==> config.mk <==
export PLATFORM = sky130hd
export DESIGN_NAME = chord_voice_mixer
export DESIGN_NICKNAME = d
export VERILOG_FILES = /design/src/rtl/chord_voice_mixer_pkg.sv /design/src/rtl/chord_voice_mixer_alloc.sv /design/src/rtl/chord_voice_mixer.sv
export SDC_FILE = /design/constraint.sdc
export NUM_CORES = 1
export LEC_CHECK = 0
export ABC_AREA = 1
export CAP_MARGIN = 15
export CORE_MARGIN = 8
export CORE_UTILIZATION = 37
export DETAILED_ROUTE_END_ITERATION = 6
export HOLD_SLACK_MARGIN = 0.05
export MAX_ROUTING_LAYER = met4
export SYNTH_ARGS = -nofsm -noshare
export SYNTH_HDL_FRONTEND = slang
export SYNTH_SLANG_ARGS = --single-unit
==> constraint.sdc <==
create_clock -name clk -period 9.4 [get_ports clk]
set_input_delay 1.88 -clock clk [delete_from_list [all_inputs] [get_ports clk]]
set_output_delay 1.88 -clock clk [all_outputs]
set_load 0.05 [all_outputs]
==> src/rtl/chord_voice_mixer_pkg.sv <==
// Shared types for the chord voice mixer: mixer FSM state encoding.
package chord_voice_mixer_pkg;

   typedef enum logic [1:0] {
      MIX_IDLE    = 2'd0,
      MIX_COLLECT = 2'd1,
      MIX_SUM     = 2'd2,
      MIX_OUT     = 2'd3
   } mix_state_t;

endpackage

==> src/rtl/chord_voice_mixer_alloc.sv <==
// Voice allocator: lowest-free-voice priority encoder, per-voice beat
// countdown, and the voice_note / voice_active registers.
module chord_voice_mixer_alloc #(
   parameter int NUM_VOICES = 3,
   parameter int NOTE_W     = 6,
   parameter int DUR_W      = 6
) (
   input  logic                         clk,
   input  logic                         rst,
   input  logic                         play_enable,
   input  logic                         load_new_note,
   input  logic [NOTE_W-1:0]            note_to_load,
   input  logic [DUR_W-1:0]             duration_to_load,
   input  logic                         beat,
   output logic                         load_accepted,
   output logic                         load_rejected,
   output logic [NUM_VOICES*NOTE_W-1:0] voice_note,
   output logic [NUM_VOICES-1:0]        voice_active
);

   logic [NUM_VOICES-1:0] free_mask;
   logic [NUM_VOICES-1:0] sel_onehot;
   logic [DUR_W-1:0]      remaining [NUM_VOICES];
   logic                  found;
   logic                  accept;
   logic                  reject;
   logic                  tick;

   // Free mask comes from the registered state, so a voice expiring on this
   // edge is still seen as busy and cannot be reloaded in the same cycle.
   always_comb begin
      free_mask  = ~voice_active;
      sel_onehot = '0;
      found      = 1'b0;
      for (int i = 0; i < NUM_VOICES; i++) begin
         if (free_mask[i] && !found) begin
            sel_onehot[i] = 1'b1;
            found         = 1'b1;
         end
      end
      accept = load_new_note && (duration_to_load != '0) && (|free_mask);
      reject = load_new_note && !accept;
      tick   = beat && play_enable;
   end

   always_ff @(posedge clk or posedge rst) begin
      if (rst) begin
         load_accepted <= 1'b0;
         load_rejected <= 1'b0;
         voice_active  <= '0;
         voice_note    <= '0;
         for (int i = 0; i < NUM_VOICES; i++) remaining[i] <= '0;
      end else begin
         load_accepted <= accept;
         load_rejected <= reject;
         for (int i = 0; i < NUM_VOICES; i++) begin
            if (accept && sel_onehot[i]) begin
               voice_active[i]                 <= 1'b1;
               voice_note[i*NOTE_W +: NOTE_W]  <= note_to_load;
               remaining[i]                    <= duration_to_load;
            end else if (tick && voice_active[i]) begin
               if (remaining[i] == DUR_W'(1)) begin
                  voice_active[i]                <= 1'b0;
                  voice_note[i*NOTE_W +: NOTE_W] <= '0;
                  remaining[i]                   <= '0;
               end else begin
                  remaining[i] <= remaining[i] - 1'b1;
               end
            end
         end
      end
   end

endmodule

==> src/rtl/chord_voice_mixer.sv <==
// N-voice chord engine: allocates notes to voices and mixes the per-voice
// samples into one scaled, saturated sample per request.
module chord_voice_mixer
   import chord_voice_mixer_pkg::*;
#(
   parameter int NUM_VOICES = 3,
   parameter int SAMPLE_W   = 16,
   parameter int NOTE_W     = 6,
   parameter int DUR_W      = 6,
   parameter int MIX_SHIFT  = 2,
   parameter int TIMEOUT    = 255
) (
   input  logic                           clk,
   input  logic                           reset,
   input  logic                           play_enable,
   input  logic                           load_new_note,
   input  logic [NOTE_W-1:0]              note_to_load,
   input  logic [DUR_W-1:0]               duration_to_load,
   output logic                           load_accepted,
   output logic                           load_rejected,
   input  logic                           beat,
   input  logic                           generate_next_sample,
   output logic [NUM_VOICES*NOTE_W-1:0]   voice_note,
   output logic [NUM_VOICES-1:0]          voice_active,
   input  logic [NUM_VOICES*SAMPLE_W-1:0] voice_sample,
   input  logic [NUM_VOICES-1:0]          voice_sample_ready,
   output logic [SAMPLE_W-1:0]            mix_sample,
   output logic                           mix_ready,
   output logic                           sample_overrun,
   output logic                           all_done,
   output logic [1:0]                     mix_state
);

   localparam int AW = SAMPLE_W + $clog2(NUM_VOICES) + 1;
   localparam int IW = $clog2(NUM_VOICES);
   localparam int TW = $clog2(TIMEOUT + 1);
   localparam logic signed [AW-1:0] SAT_MAX = AW'((1 <<< (SAMPLE_W-1)) - 1);
   localparam logic signed [AW-1:0] SAT_MIN = AW'(-(1 <<< (SAMPLE_W-1)));

   mix_state_t                  state, state_next;
   logic [NUM_VOICES-1:0]       got;
   logic signed [SAMPLE_W-1:0]  cap [NUM_VOICES];
   logic [TW-1:0]               timer;
   logic [IW-1:0]               idx;
   logic signed [AW-1:0]        acc, acc_next, shifted;
   logic [SAMPLE_W-1:0]         sat_val;
   logic                        all_got, timed_out, last_voice;

   chord_voice_mixer_alloc #(
      .NUM_VOICES (NUM_VOICES),
      .NOTE_W     (NOTE_W),
      .DUR_W      (DUR_W)
   ) u_alloc (
      .clk              (clk),
      .rst              (reset),
      .play_enable      (play_enable),
      .load_new_note    (load_new_note),
      .note_to_load     (note_to_load),
      .duration_to_load (duration_to_load),
      .beat             (beat),
      .load_accepted    (load_accepted),
      .load_rejected    (load_rejected),
      .voice_note       (voice_note),
      .voice_active     (voice_active)
   );

   assign all_done  = ~|voice_active;
   assign mix_state = state;

   // voice_sample_ready[i] is a valid-only strobe: voice_sample[i] is taken in
   // the cycle it is high during COLLECT; there is no ready back to note_player.
   always_comb begin
      state_next = state;
      all_got    = &(got | voice_sample_ready | ~voice_active);
      timed_out  = (timer == TW'(TIMEOUT));
      last_voice = (idx == IW'(NUM_VOICES - 1));
      acc_next   = acc + AW'(cap[idx]);
      shifted    = acc_next >>> MIX_SHIFT;
      if (shifted > SAT_MAX)      sat_val = SAT_MAX[SAMPLE_W-1:0];
      else if (shifted < SAT_MIN) sat_val = SAT_MIN[SAMPLE_W-1:0];
      else                        sat_val = shifted[SAMPLE_W-1:0];
      case (state)
         MIX_IDLE:    if (generate_next_sample) state_next = MIX_COLLECT;
         MIX_COLLECT: if (all_got || timed_out) state_next = MIX_SUM;
         MIX_SUM:     if (last_voice) state_next = MIX_OUT;
         MIX_OUT:     state_next = MIX_IDLE;
         default:     state_next = MIX_IDLE;
      endcase
   end

   always_ff @(posedge clk or posedge reset) begin
      if (reset) begin
         state          <= MIX_IDLE;
         got            <= '0;
         timer          <= '0;
         idx            <= '0;
         acc            <= '0;
         mix_sample     <= '0;
         mix_ready      <= 1'b0;
         sample_overrun <= 1'b0;
         for (int i = 0; i < NUM_VOICES; i++) cap[i] <= '0;
      end else begin
         state          <= state_next;
         mix_ready      <= 1'b0;
         sample_overrun <= generate_next_sample && (state != MIX_IDLE);
         case (state)
            MIX_IDLE: begin
               if (generate_next_sample) begin
                  got   <= '0;
                  timer <= '0;
                  for (int i = 0; i < NUM_VOICES; i++) cap[i] <= '0;
               end
            end
            MIX_COLLECT: begin
               if (!timed_out) timer <= timer + 1'b1;
               for (int i = 0; i < NUM_VOICES; i++) begin
                  if (voice_sample_ready[i] && !got[i]) begin
                     cap[i] <= voice_sample[i*SAMPLE_W +: SAMPLE_W];
                     got[i] <= 1'b1;
                  end
               end
               if (all_got || timed_out) begin
                  acc <= '0;
                  idx <= '0;
               end
            end
            MIX_SUM: begin
               acc <= acc_next;
               idx <= idx + 1'b1;
               // Result registered on the last add so mix_ready is visible in OUT.
               if (last_voice) begin
                  mix_sample <= sat_val;
                  mix_ready  <= 1'b1;
               end
            end
            default: ;
         endcase
      end
   end

endmodule

==> results by group, run 1 <==
Clocking
  – Cts bufs inserted: 17
  – # resized after CTS: 0
  – Clock sink count: 141
  – CTS tree: built
  – Post-CTS setup buffers: 0
  – Root buf cell: clkbuf_16
  – Clk slew on worst S/H paths: 0.06 ns
  – CTS H-tree depth: 4
  – Hold-fix buffers, CTS: 0
  – Worst-case clock buffer depth: 2
  – Clk_lat worst skew: 0.43 ns

Pwr
  – VDD IR max: 0.0001871 V
  – Leak pwr: 4.637 nW
  – Power Density: 370.6 nW/um^2

Synthesis
  – Largest family of logic cells by synthesized area: simple AND/OR/NAND/NOR gates
  – Synth Area per Inst: 8.022 sq um
  – Proportion of synthesized area in mux cells: 0%
  – Cells after Synth: 955
  – XOR/XNOR Fraction of Synth Area: 2.286%
  – Complex-gate fraction of the synthesized area: 16.63%
  – Post-synthesis cell type count: 41
  – Synth Register Bits: 141
  – Synth Area in Simple Gates: 21.57%
  – Cell Area, Synth: 7661 sq um
  – Seq/Total Area, Yosys: 46.06%
  – Syn nets: 1055
  – Synth Area in Adders: 5.161%
  – YS warnings: 0

Global routing
  – Tot GR Track Use: 16.70%
  – Largest net degree at the start of global routing: 76
  – Gr ovfl total: 0
  – Vias in the first global route: 6665
  – First-pass GRT wire length: 33910 microns
  – Initial antenna violation count: 0

STA
  – Worst rel slew slack: 27.15%
  – Slew @ Worst Pin: 1.092 ns
  – Max Clk Rate: 251.1 MHz
  – Unrepaired setup endpoints after global routing: false
  – Fin Setup TNS: 0 ns
  – Worst clock skew: 0.01044 ns
  – Crit path time final: 3.983 ns
  – Fin. max-slew vios: 0
  – Tcrit/Tclk final: 42.37%
  – Final-report setup violation count: 0
  – Final Hold Viols: 0
  – Hold slack: 0.4621 ns

Outcome
  – Status: completed

Setup path
  – Max FO, Critical Path: 7
  – WS Path Type: reg2out
  – Req. time, crit path: 7.52 ns
  – CP endpoint kind: output pin
  – Buf+Inv Stages, Crit Path: 1
  – Startpoint class of the critical path: flip-flop
  – Slowest CP cell: clkdlybuf4s50_1
  – Crit-path max cell delay: 0.86 ns
  – CP Data Arrival Time: 2.10 ns
  – Top cell family by delay on the critical path: buffers and inverters
  – Cell Chain, Critical Path: nor3_1, clkdlybuf4s50_1

Die
  – Die area: 25570 sq um
  – Core ar.: 20300 sq um
  – Initial Util: 37.74%
  – IO Pins: 113
  – Die width: 159.9 microns
  – Row cnt: 52
  – Die H: 159.9 microns

Hold path
  – Worst Hold Class: reg2reg

Place
  – DP HPWL: 14820 microns
  – Placed insts: 1307
  – Cell area after placement: 9000 sq um
  – Buffers added on ports: 112
  – Gpl congestion: 0.8764

Drt
  – Wirelength per Cell: 15.25 microns
  – Post-Route WL: 20440 microns
  – DRC: 0
  – Via density: 4.931
  – Iteration-0 DRC Markers: 379
  – Drt first pass iters: 4
  – DR vias: 6608
  – ANT nets after route: 0

Layout
  – Ant diodes: 0
  – Layout Utilization: 47.23%
  – Most frequent cells in the layout: nand2_1, dfrtp_1, o21ai_0
  – Layout area overhead: 25.13%
  – Fillers: 2036
  – Nets: 1157
  – Post-route insts no fill: 1340
  – Share of layout cells above drive strength 1: 6.449%
  – Final Instance Area: 9587 sq um
  – Most common cell after layout, fill and taps aside: nand2_1

Flow run
  – Max_cap viols: 0
-- layout make-up --
cell class	instances	area (sq um)	share of cell area, %
clock buffers	19	442.9	4.620
flip-flops and latches	141	3528	36.80
well taps	270	337.8	3.524
clock inverters	13	132.6	1.383
repair buffers	116	1155	12.05
multi-input cells	653	3502	36.53
inverters	128	488.0	5.090
-- flip-flops by register name, summed over array words and instances, names as in the netlist --
name,cells
mix_state,2
idx,2
timer,8
u_alloc.load_rejected,1
cap,48
u_alloc.remaining,18
mix_sample,16
u_alloc.voice_note,18
u_alloc.voice_active,3
acc,19
sample_overrun,1
got,3
u_alloc.load_accepted,1
mix_ready,1
-- power breakdown --
| part | switching, mW | leakage [nW] | total, mW | internal (mW) |
|---|---|---|---|---|
| logic | 1.30 | 2.56 | 1.92 | 0.620 |
| registers | 0.138 | 1.81 | 0.968 | 0.829 |
| clock network | 0.291 | 0.270 | 0.669 | 0.378 |
-- cells by family after synthesis --
group,after synthesis
flip-flops,141
XOR/XNOR,20
buffers and inverters,161
AO/OA/AOI/OAI,224
AND/OR/NAND/NOR,378
adder cells (fa/ha/maj),31
-- synthesized netlist by cell type, drive strengths merged --
| cell type | instances | area (sq um) |
|---|---|---|
| nand3b | 1 | 20.02 |
| o21bai | 3 | 22.52 |
| nor2 | 47 | 201.4 |
| inv | 128 | 483.0 |
| o22ai | 5 | 31.28 |
| a211oi | 1 | 7.510 |
| nand4 | 9 | 56.30 |
| nor3b | 1 | 7.510 |
| nor3 | 7 | 35.03 |
| a22oi | 1 | 7.510 |
| a21boi | 1 | 7.510 |
| clkbuf | 22 | 82.58 |
| a21oi | 38 | 193.9 |
| ha | 30 | 375.4 |
| o221ai | 11 | 96.34 |
| a22o | 14 | 122.6 |
| buf | 11 | 70.07 |
| and2 | 2 | 15.02 |
| fa | 1 | 20.02 |
| a31oi | 4 | 40.04 |
| o21ai | 141 | 705.7 |
| nand3 | 82 | 415.4 |
| xor2 | 15 | 131.4 |
| o211ai | 4 | 30.03 |
| xnor2 | 5 | 43.79 |
| a31o | 1 | 8.760 |
| nand2 | 229 | 902.1 |
| dfrtp | 141 | 3528 |
-- final timing paths --
| check | slack, ns | cells after the start | from | endpoint |
|---|---|---|---|---|
| max in group asynchronous | 6.04 | 3 | reset | cap[20]$_DFFE_PP0P_ |
| setup reg to reg | 6.01 | 8 | mix_state[1]$_DFFE_PP0P_ | cap[18]$_DFFE_PP0P_ |
| hold reg to reg | 0.46 | 1 | timer[4]$_DFFE_PP0P_ | timer[4]$_DFFE_PP0P_ |
| min in group asynchronous | 1.90 | 2 | reset | mix_sample[13]$_DFFE_PP0P_ |
| setup / recovery | 5.42 | 2 | u_alloc.voice_active[1]$_DFFE_PP0P_ | all_done |
| hold / removal | 0.46 | 1 | timer[4]$_DFFE_PP0P_ | timer[4]$_DFFE_PP0P_ |
-- per-layer routing --
metal | GRT usage (%) | vias up | wire (microns)
li1 | - | 3359 | -
met1 | 19.81 | 3124 | 9157
met2 | 28.34 | 111 | 10340
met3 | 3.393 | 14 | 761
met4 | 4.800 | 0 | 182
met5 | - | - | 0
-- per-stage QoR --
| stage | setup WS [ns] | total power, mW |
|---|---|---|
| final | 5.417 | 3.553 |
| after global routing | 5.349 | 3.847 |
| after CTS | 5.368 | 3.584 |
| after detailed placement | 5.197 | 2.901 |
| after global placement | 5.262 | 2.881 |
| after floorplan | 3.739 | 2.380 |
-- worst reg2reg max path, stage by stage, from the launching register on --
cell and delay (ns):
dfrtp_1 0.41, inv_1 0.12, ha_2 0.91, inv_2 0.20, a21oi_1 0.89, nor2_1 0.35
buf_6 0.26, nand3_1 0.08, nand2_1 0.06
Note: power is estimated with default switching activity, not from simulation.
==> run 2: changes to the inputs <==
- clock period: 9.4 -> 3.78 ns (I/O delays scaled with it)
==> results by group, run 2 (synthesis gave the netlist of run 1 again) <==
Global routing
  – Tot GR Track Use: 16.96%
  – Largest net degree at the start of global routing: 56
  – First-pass GRT wire length: 34290 microns
  – Vias in the first global route: 6746
  – Gr ovfl total: 0
  – Initial antenna violation count: 0

Die
  – Initial Util: 37.74%
  – Die width: 159.9 microns
  – Die H: 159.9 microns
  – Row cnt: 52
  – Core ar.: 20300 sq um
  – IO Pins: 113
  – Die area: 25570 sq um

STA
  – Worst clock skew: 0.009642 ns
  – Final Hold Viols: 0
  – Final-report setup violation count: 0
  – Slew @ Worst Pin: 0.9253 ns
  – Max Clk Rate: 335.1 MHz
  – Fin Setup TNS: 0 ns
  – Unrepaired setup endpoints after global routing: false
  – Fin. max-slew vios: 0
  – Tcrit/Tclk final: 78.94%
  – Worst Slack Setup Final: 0.7961 ns
  – Crit path time final: 2.984 ns
  – Worst rel slew slack: 38.18%

Setup path
  – Max FO, Critical Path: 34
  – Startpoint class of the critical path: flip-flop
  – WS Path Type: reg2reg
  – CP endpoint kind: flip-flop
  – CP Data Arrival Time: 3.31 ns
  – Req. time, crit path: 4.10 ns

Layout
  – Nets: 1165
  – Top reg by flops: cap
  – Layout area overhead: 26.02%
  – Number of flip-flops in the largest register: 48
  – Fillers: 2021
  – Area of the multi-input gates: 3502 sq um
  – Share of layout cells above drive strength 1: 7.236%
  – Storage element area: 3528 sq um
  – Largest registers: cap x48, acc x19
  – Most common cell after layout, fill and taps aside: nand2_1
  – Ant diodes: 0
  – Most frequent cells in the layout: nand2_1, dfrtp_1, o21ai_0

Outcome
  – Status: completed

Drt
  – Wirelength per Cell: 15.18 microns
  – Drt first pass iters: 5
  – Via density: 4.965
  – DRC: 0
  – Iteration-0 DRC Markers: 291
  – Post-Route WL: 20460 microns
  – DR vias: 6693
  – ANT nets after route: 0

Clocking
  – Clock sink count: 141
  – Root buf cell: clkbuf_16
  – # resized after CTS: 0
  – Clk_lat worst skew: 0.43 ns
  – Cts bufs inserted: 17
  – Clk slew on worst S/H paths: 0.07 ns
  – Hold-fix buffers, CTS: 0
  – CTS H-tree depth: 4
  – CTS tree: built
  – Worst-case clock buffer depth: 2
  – Post-CTS setup buffers: 0

Pwr
  – Power Density: 914.6 nW/um^2
  – VDD IR max: 0.0004641 V
  – Leak pwr: 4.684 nW

Place
  – Pre-CTS WS: 0.7891 ns
  – Gpl congestion: 0.8619
  – Buffers added on ports: 112
  – DP HPWL: 15120 microns

Hold path
  – Worst Hold Class: reg2reg

Flow run
  – Max_cap viols: 0
[run 2: cell types whose count changed in the layout (fill, tap and decap cells not counted), sizes merged]
| cell | previous run | this run |
|---|---|---|
| clkinvlp | 4 | 3 |
| buf | 4 | 12 |
| clkinv | 2 | 3 |
| clkbuf | 19 | 18 |
| inv | 134 | 136 |
| bufinv | 1 | 0 |
[run 2: worst paths after layout]
check	end	depth (start not counted)	start	slack, ns
max reg2reg	mix_sample[10]$_DFFE_PP0P_	18	idx[0]$_DFFE_PP0P_	0.80
max	mix_sample[10]$_DFFE_PP0P_	18	idx[0]$_DFFE_PP0P_	0.80
min	timer[4]$_DFFE_PP0P_	1	timer[4]$_DFFE_PP0P_	0.46
min in group asynchronous	u_alloc.load_accepted$_DFF_PP0_	2	reset	0.87
max in group asynchronous	cap[11]$_DFFE_PP0P_	3	reset	2.14
min reg2reg	timer[4]$_DFFE_PP0P_	1	timer[4]$_DFFE_PP0P_	0.46
[run 2: final cells by class]
type,count,area share (%)
sequential,141,36.55
multi-input combinational,653,36.28
timing repair buffer,124,12.80
inverter,128,5.041
clock buffer,18,4.549
tap,270,3.499
clock inverter,14,1.283
[run 2: report_power, final]
part	switching, mW	internal (mW)
clock	0.742	0.883
combinational	3.24	1.57
sequential	0.336	2.06
[run 2: metal layers]
layer | vias to the layer above | wire length [microns] | GRT usage (%)
li1 | 3380 | - | -
met1 | 3168 | 9266 | 20.49
met2 | 112 | 10160 | 28.16
met3 | 33 | 671 | 3.933
met4 | 0 | 364 | 4.503
met5 | - | 0 | -
[run 2: stage by stage]
stage               total power, mW  hold WS [ns]  std cells  utilization, %  instance area [sq um]
floorplan                     5.920        0.4332        955               -                   7665
global placement              7.250        0.4478       1316           44.79                   9091
detailed placement            7.268        0.4519       1316           44.79                   9091
CTS                           8.943        0.4608       1348           47.56                   9654
global route                  9.594        0.4966       1348           47.56                   9654
finish                        8.830        0.4551       1348           47.56                   9654
[run 2: worst max-delay path: stages, from the launching register on]
cell	delay, ns
dfrtp_1	0.41
inv_2	0.37
a21oi_1	0.12
o21ai_0	0.09
o21ai_0	0.12
ha_1	0.28
fa_1	0.51
nand2_1	0.11
nand3_1	0.16
nand2_1	0.11
nand2_1	0.10
nand2_1	0.10
nand2_1	0.05
nand2_1	0.06
nand2_1	0.06
nand2_1	0.06
nand2_1	0.04
nand2_1	0.06
nand2_1	0.06
